<file path="src/rtl/uart_frame_pkg.sv">
// Shared types and defaults for the UART frame controller.
// The error counter indices select entries of the counter array in the top.
package uart_frame_pkg;
    localparam logic [7:0] SOF_DEF     = 8'hAA;
    localparam int         MAX_LEN_DEF = 16;
    localparam int         TMO_DEF     = 3500;
    localparam int         CNT_W_DEF   = 8;

    localparam int NUM_ERR = 4;
    localparam int ERR_CHK = 0;
    localparam int ERR_LEN = 1;
    localparam int ERR_TMO = 2;
    localparam int ERR_OVR = 3;

    typedef enum logic [2:0] {IDLE, CMD, LEN, DATA, CHK, HOLD} state_e;
endpackage

</file>
<file path="src/rtl/sat_counter.sv">
// Saturating event counter with synchronous clear.
// A clear in the same cycle as an increment leaves the counter at zero.
module sat_counter #(
    parameter int CNT_W = 8
) (
    input  logic             clk,
    input  logic             reset_n,
    input  logic             inc,
    input  logic             clr,
    output logic [CNT_W-1:0] cnt
);
    logic [CNT_W-1:0] cnt_q, cnt_d;

    always_comb begin
        cnt_d = cnt_q;
        if (clr)
            cnt_d = '0;
        else if (inc && (cnt_q != '1))
            cnt_d = cnt_q + 1'b1;
    end

    always_ff @(posedge clk or negedge reset_n) begin
        if (!reset_n) cnt_q <= '0;
        else          cnt_q <= cnt_d;
    end

    assign cnt = cnt_q;
endmodule

</file>
<file path="src/rtl/uart_frame_ctrl.sv">
// Parses SOF,CMD,LEN,PAYLOAD,CHK frames from the RX byte strobe and holds each
// checksum-good command on a valid/ready port, counting framing errors.
module uart_frame_ctrl
    import uart_frame_pkg::*;
#(
    parameter logic [7:0] SOF         = SOF_DEF,
    parameter int         MAX_LEN     = MAX_LEN_DEF,
    parameter int         TIMEOUT_CYC = TMO_DEF,
    parameter int         CNT_W       = CNT_W_DEF,
    localparam int        LW          = $clog2(MAX_LEN + 1),
    localparam int        AW          = $clog2(MAX_LEN)
) (
    input  logic             clk,
    input  logic             reset_n,
    input  logic             en,
    input  logic [7:0]       rx_byte,
    input  logic             rx_valid,
    output logic             cmd_valid,
    input  logic             cmd_ready,
    output logic [7:0]       cmd_id,
    output logic [LW-1:0]    cmd_len,
    input  logic [AW-1:0]    pl_raddr,
    output logic [7:0]       pl_rdata,
    output logic             busy,
    input  logic             clr_err,
    output logic [CNT_W-1:0] err_chk_cnt,
    output logic [CNT_W-1:0] err_len_cnt,
    output logic [CNT_W-1:0] err_tmo_cnt,
    output logic [CNT_W-1:0] err_ovr_cnt
);
    localparam int TW = $clog2(TIMEOUT_CYC);

    state_e                    state_q, state_d;
    logic [7:0]                cmd_id_q, cmd_id_d;
    logic [7:0]                chk_q, chk_d;
    logic [LW-1:0]             cmd_len_q, cmd_len_d;
    logic [AW-1:0]             idx_q, idx_d;
    logic [TW-1:0]             tmo_q, tmo_d;
    logic [MAX_LEN-1:0][7:0]   buf_q, buf_d;
    logic [NUM_ERR-1:0]        err_inc;
    logic [NUM_ERR-1:0][CNT_W-1:0] err_cnt;

    always_comb begin
        state_d   = state_q;
        cmd_id_d  = cmd_id_q;
        chk_d     = chk_q;
        cmd_len_d = cmd_len_q;
        idx_d     = idx_q;
        buf_d     = buf_q;
        tmo_d     = '0;
        err_inc   = '0;
        unique case (state_q)
            IDLE: if (rx_valid && en && (rx_byte == SOF)) state_d = CMD;
            CMD, LEN, DATA, CHK: begin
                if (!en) begin
                    state_d = IDLE;
                end else if (rx_valid) begin
                    case (state_q)
                        CMD: begin
                            cmd_id_d = rx_byte;
                            chk_d    = rx_byte;
                            state_d  = LEN;
                        end
                        LEN: begin
                            if (32'(rx_byte) > MAX_LEN) begin
                                err_inc[ERR_LEN] = 1'b1;
                                state_d          = IDLE;
                            end else begin
                                cmd_len_d = LW'(rx_byte);
                                chk_d     = chk_q ^ rx_byte;
                                idx_d     = '0;
                                state_d   = (rx_byte == 8'd0) ? CHK : DATA;
                            end
                        end
                        DATA: begin
                            buf_d[idx_q] = rx_byte;
                            chk_d        = chk_q ^ rx_byte;
                            idx_d        = idx_q + 1'b1;
                            if ((LW'(idx_q) + 1'b1) == cmd_len_q) state_d = CHK;
                        end
                        CHK: begin
                            if (rx_byte == chk_q) begin
                                state_d = HOLD;
                            end else begin
                                err_inc[ERR_CHK] = 1'b1;
                                state_d          = IDLE;
                            end
                        end
                        default: ;
                    endcase
                end else if (tmo_q == TW'(TIMEOUT_CYC - 1)) begin
                    // a byte landing on the expiry cycle takes the branch above instead
                    err_inc[ERR_TMO] = 1'b1;
                    state_d          = IDLE;
                end else begin
                    tmo_d = tmo_q + 1'b1;
                end
            end
            HOLD: begin
                if (rx_valid)  err_inc[ERR_OVR] = 1'b1;
                if (cmd_ready) state_d = IDLE;
            end
            default: state_d = IDLE;
        endcase
    end

    always_ff @(posedge clk or negedge reset_n) begin
        if (!reset_n) begin
            state_q   <= IDLE;
            cmd_id_q  <= '0;
            chk_q     <= '0;
            cmd_len_q <= '0;
            idx_q     <= '0;
            tmo_q     <= '0;
            buf_q     <= '0;
        end else begin
            state_q   <= state_d;
            cmd_id_q  <= cmd_id_d;
            chk_q     <= chk_d;
            cmd_len_q <= cmd_len_d;
            idx_q     <= idx_d;
            tmo_q     <= tmo_d;
            buf_q     <= buf_d;
        end
    end

    for (genvar g = 0; g < NUM_ERR; g++) begin : g_err
        sat_counter #(.CNT_W(CNT_W)) u_cnt (
            .clk    (clk),
            .reset_n(reset_n),
            .inc    (err_inc[g]),
            .clr    (clr_err),
            .cnt    (err_cnt[g])
        );
    end

    assign cmd_valid   = (state_q == HOLD);
    assign busy        = (state_q != IDLE);
    assign cmd_id      = cmd_id_q;
    assign cmd_len     = cmd_len_q;
    assign pl_rdata    = buf_q[pl_raddr];
    assign err_chk_cnt = err_cnt[ERR_CHK];
    assign err_len_cnt = err_cnt[ERR_LEN];
    assign err_tmo_cnt = err_cnt[ERR_TMO];
    assign err_ovr_cnt = err_cnt[ERR_OVR];
endmodule

</file>
<file path="config.mk">
export PLATFORM = sky130hd
export DESIGN_NAME = uart_frame_ctrl
export DESIGN_NICKNAME = d
export VERILOG_FILES = /design/src/rtl/uart_frame_pkg.sv /design/src/rtl/sat_counter.sv /design/src/rtl/uart_frame_ctrl.sv
export SDC_FILE = /design/constraint.sdc
export NUM_CORES = 1
export LEC_CHECK = 0
export CAP_MARGIN = 20
export CORE_UTILIZATION = 30
export CTS_CLUSTER_SIZE = 24
export DETAILED_ROUTE_END_ITERATION = 8
export HOLD_SLACK_MARGIN = 0.08
export MAX_ROUTING_LAYER = met4
export PLACE_DENSITY = 0.57
export SLEW_MARGIN = 20
export SYNTH_ARGS = -nofsm -noshare
export SYNTH_HDL_FRONTEND = slang
export SYNTH_SLANG_ARGS = --single-unit
</file>
<file path="constraint.sdc">
create_clock -name clk -period 2.1 [get_ports clk]
set_input_delay 0.21 -clock clk [delete_from_list [all_inputs] [get_ports clk]]
set_output_delay 0.21 -clock clk [all_outputs]
set_load 0.01 [all_outputs]
</file>
* After elaboration in Yosys (flattened, before gate mapping)
Cells that the tools add are included.
** Word-level totals
- Flip-flop bits (word level) :: 200
- Output and inout port bits :: 55
** Operators by class
- Add/subtract/negate cells :: 7
- $lt $le $gt $ge :: 4
- Equal/unequal tests :: 19
- Multiplexer cells :: 43
- Bitwise gates (word level) :: 2
- Reduce and logical (&&, ||, !) cells :: 23
** Operators by type and width (number)
- 128-bit bitwise mux :: 1
- 8-bit two-way mux :: 11
- 12-bit two-way mux :: 4
- 3-bit two-way mux :: 11
- 8-bit by 1-bit adder with 8-bit output, second input constant :: 4
- 8-bit binary-select mux with 4-bit select :: 1
- 8-bit demux with 4-bit select :: 1
- 8-bit inequality test, second input constant :: 4
- 8-bit case mux with 3 select lines :: 1
- 5-bit AND reduction :: 4
- 12-bit by 1-bit adder with 12-bit output, second input constant :: 1
- 12-bit == test, second input constant :: 1
- 3-bit case mux with 4 select lines :: 1
- 4-bit by 5-bit < comparator with 1-bit output, second input constant :: 2
- 2-bit nonzero test :: 5
- 3-bit case mux with 3 select lines :: 1
- 8-bit == test :: 1
- 8-bit == test, second input constant :: 1
- 8-bit by 5-bit greater-than comparator with 1-bit output, second input constant :: 1
- 8-bit logical NOT :: 1
- 1-bit two-way mux :: 8
- 4-bit case mux with 2 select lines :: 1
- 4-bit AND reduction :: 2
- 8-bit bitwise XOR :: 1
- other kinds (19) :: 29

* Logic depth before layout (Yosys ltp)
- Depth in word-level cells :: 9
- Depth in mapped cells :: 7
- Mapped depth without buffers :: 6

* By module
Synthesis repeated with hierarchy kept, for this count alone.
** Second synthesis, totals
- Cells, all modules :: 770
- Area, all modules :: 9963.3 um^2
** Modules (own cells, without submodules)
- uart_frame_ctrl :: instances 1, cells an instance 574, area an instance 8106.5 um^2
- sat_counter :: instances 4, cells an instance 49, area an instance 464.2 um^2

* Worst setup path after synthesis
Ideal clock, no wire load.
- Kind :: input to output
- Start point :: input pl_raddr[0]
- End point :: output pl_rdata[0]
- Arrival :: 1.752 ns
- Required time :: 1.890 ns
- Setup slack :: 0.138 ns
- Stages :: 4
- Cell sequence :: clkbuf_1 > buf_2 > mux4_2 > mux4_2
** On the way
- Longest elaborated chain between the ends :: 2
** Ends and longest elaborated chain
- from (decl) :: RTL line uart_frame_ctrl.sv:22 : input logic [AW-1:0] pl_raddr,
- 8-bit binary-select mux with 4-bit select :: RTL line uart_frame_ctrl.sv:141 : assign pl_rdata = buf_q[pl_raddr];
- 8-bit two-way mux (implied by the code) :: RTL line uart_frame_ctrl.sv:141
- to (decl) :: RTL line uart_frame_ctrl.sv:23 : output logic [7:0] pl_rdata,
No other way between the ends. The select of a mux whose other input is x is not followed.

* Final worst setup path
- Start point :: register buf_q[60] (netlist name)
- End point :: output pl_rdata[4]
** On the way
- Longest elaborated chain between the ends :: 2
** Ends and longest elaborated chain
- from (decl) :: RTL line uart_frame_ctrl.sv:39 : logic [MAX_LEN-1:0][7:0] buf_q, buf_d;
- from (signal assigned) :: RTL line uart_frame_ctrl.sv:123 : buf_q <= buf_d;
- 8-bit binary-select mux with 4-bit select :: RTL line uart_frame_ctrl.sv:141
- 8-bit two-way mux (implied by the code) :: RTL line uart_frame_ctrl.sv:141
No other way between the ends. The select of a mux whose other input is x is not followed.

==> results.txt <==
HP Class -> in -> async
antenna violations before repair -> 0
FP Rows -> 65
Post-DRT Antenna Nets -> 0
width of the die -> 181.9 um
CP required -> 1890 ps
clk slew on worst S/H paths -> 80 ps
final setup fails -> 8
gr usage total -> 15.68%
largest net degree at the start of global routing -> 51
die area -> 33070 um^2
IO buf count -> 72
synthesized cell area -> 9706 um^2
fin util -> 38.30%
final worst path period need -> 2226 ps
initial detailed-routing violation count -> 355
syn avg cell area -> 13.31 um^2
sequential area share after synthesis -> 51.57%
DP Area -> 11490 um^2
Antenna Cells -> 0
failing checks -> setup timing
vias in the first global route -> 6479
leakage power -> 5.491 nW
RSZ-0062 raised after global routing -> yes
crit-path cells -> mux4_2 > mux4_2 > buf_6
total negative slack -> -744.7 ps
status -> complete, but fails checks
Initial Util -> 30.60%
Area growth, synth to finish -> 25.15%
Placer Congestion -> 0.7639
Post-synth EDFFs -> 0
Final Hold Vio Count -> 0
FF+latch area -> 5007 um^2
crit path capture type -> output pin
Bufs on Longest Clock Path -> 2
Synth Register Bits -> 200
wire length per cell -> 18.88 um
layout cells sized above 1 -> 37.50%
critical path launch point type -> flip-flop
max_slew headroom -> 57.93%
top_reg_cell synth -> dfrtp_1
synth unique cells -> 57
post-synthesis cell count -> 729
NumNets Final -> 886
Clock Sinks -> 200
worst setup path class -> reg -> out
total congestion overflow -> 0
Fill cells -> 3044
Layout Skew -> 11.15 ps
Crit. Startpoint -> buf_q[60]
Skew-Pair Late Insertion Delay -> 450 ps
root buf cell -> clkbuf_16
Critical-path top delay cell -> mux4_2
first-pass GRT wire length -> 38.35 mm
CTS H-tree depth -> 4
DR DRC count -> 0
Crit path max-delay family -> multiplexers
via count -> 6396
Vias/cell -> 5.020
CP bufs+invs -> 1
Initial DRT Pass Iterations -> 4
Synthesis Warnings -> 0
# Max-Cap Violations -> 0
Hold Slack -> 293.1 ps
final period utilization -> 106.0%
ys async rst share -> 100.0%
setup bufs post-CTS -> 0
PwrDens -> 829.3 nW/um^2
CTS buffer count -> 17
Final WS setup -> -125.7 ps
Fmax -> 0.4493 GHz
total core area -> 31720 um^2
Peak supply drop -> 0.0005397 V
dpl hpwl -> 16.36 mm
most used cell, CP -> mux4_2
reg-to-reg startpoint -> g_err[0].u_cnt.cnt[0]
Final Instance Area -> 12150 um^2
arrival time at the worst endpoint -> 2020 ps
area of the multi-input gates -> 4494 um^2
Routed WL -> 24.05 mm
Slew Viols, Final -> 0
post-synthesis net count -> 756
Crit Path Max Fanout -> 2
Max stage delay on crit path -> 540 ps
Ports -> 73
CTS tree -> yes
total power -> 10.07 mW
die height -> 181.9 um
Worst Max-Slew Pin Slew -> 630.5 ps
sequential cells by signal (all words and copies together) (netlist names):
register         cells
buf_q              128
g_err.u_cnt.cnt     32
tmo_q               12
chk_q                8
cmd_id               8
cmd_len              5
idx_q                4
state_q              3
what timing repair did:
action / in CTS / in global routing
endpoints found under the hold margin: 45 / 0
cloned: 1 / 0
hold buffers: 1 / 0
gates resized for setup: 42 / 3
endpoints found under the setup margin: 8 / 10
pin swaps: 0 / 0
cells in the mapped netlist (10+ instances only):
| cell | n | area share (%) |
|---|---|---|
| and3_1 | 10 | 0.64 |
| clkbuf_1 | 26 | 1.0 |
| nand2_1 | 23 | 0.89 |
| mux2_2 | 140 | 16 |
| xnor2_1 | 25 | 2.3 |
| mux4_2 | 40 | 9.3 |
| dfrtp_1 | 200 | 52 |
| xor2_1 | 19 | 1.7 |
| a21oi_1 | 25 | 1.3 |
| nor2_1 | 43 | 1.7 |
| nand3_1 | 27 | 1.4 |
| buf_2 | 12 | 0.62 |
worst reg2reg max path, stage by stage (launching register included):
cell	delay (ps)
dfrtp_1	440
ha_1	250
and3_1	200
nand3_1	100
o21ai_1	70
buf_4	180
or4_1	470
a21oi_1	170
power by group:
group	internal (mW)	switching, mW	total (mW)
Clock	1.78	1.60	3.37
Combinational	1.09	0.946	2.04
Sequential	4.30	0.358	4.66
metrics by stage:
step,cells,worst slack (ps)
2_1_floorplan,729,138.1
3_3_place_gp,1240,-504.8
3_5_place_dp,1240,-510.8
4_1_cts,1274,-145.6
5_1_grt,1274,-170.5
6_report,1274,-125.7
routing by layer:
metal	vias up	part of all wire, %	global-route usage (%)
met3	11	3.2	2.848
li1	2950	-	-
met2	120	45	22.82
met4	0	1.0	3.933
met1	3315	51	22.48
met5	-	0	-
logic make-up after synthesis:
logic type	Yosys count	synth area share, %
xor gates and xnor gates	44	3.971
buffers and inverters	50	2.127
and+or+nand+nor	176	10.65
AOI/OAI and AO/OA	60	3.932
muxes	190	26.60
adders and majority gates	9	1.160
DFF	200	51.57
layout by cell type (no fill, tap or decap), types with 3 or more instances in the layout:
cell             synthesis  routed
dfrtp_1                200     198
mux2_2                 140     140
buf_4                    1      67
clkdlybuf4s50_1          0      61
nor2_1                  43      43
mux4_2                  40      40
nand3_1                 27      27
xnor2_1                 25      25
a21oi_1                 25      25
nand2_1                 23      23
xor2_1                  19      19
clkbuf_16                0      17
buf_12                   0      12
and3_1                  10      10
o21ai_0                  9       9
nand4_1                  9       9
ha_1                     9       9
inv_1                    8       8
nor3_1                   8       8
nand2_2                  8       8
buf_6                    0       8
mux2i_1                  7       7
o31ai_1                  6       6
or4_1                    6       6
inv_8                    0       6
or3_1                    5       5
and4_1                   5       5
nand4b_1                 4       4
and2_1                   4       4
nand4_2                  4       4
clkbuf_8                 0       4
a211oi_1                 3       3
a311oi_1                 3       3
nor4_1                   3       3
mux2_1                   3       3
final timing paths:
check	to	slack, ps	cells after the start
worst min register to register	buf_q[21]	490	1
worst min-delay path	g_err[0].u_cnt.cnt[4]	290	2
min in group clk	g_err[0].u_cnt.cnt[3]	470	2
worst max register to register	g_err[0].u_cnt.cnt[6]	150	7
max in group asynchronous	buf_q[93]	1130	3
worst max-delay path	pl_rdata[4]	-130	3
cell type report:
class	instances	share of cell area, %
clock buffers	20	3.842
clock inverters	12	1.082
inverters	8	0.2472
multi-input cells	479	37.00
flip-flops and latches	200	41.22
well taps	402	4.141
repair buffers	153	12.46
Note: power is estimated with default switching activity, not from simulation.
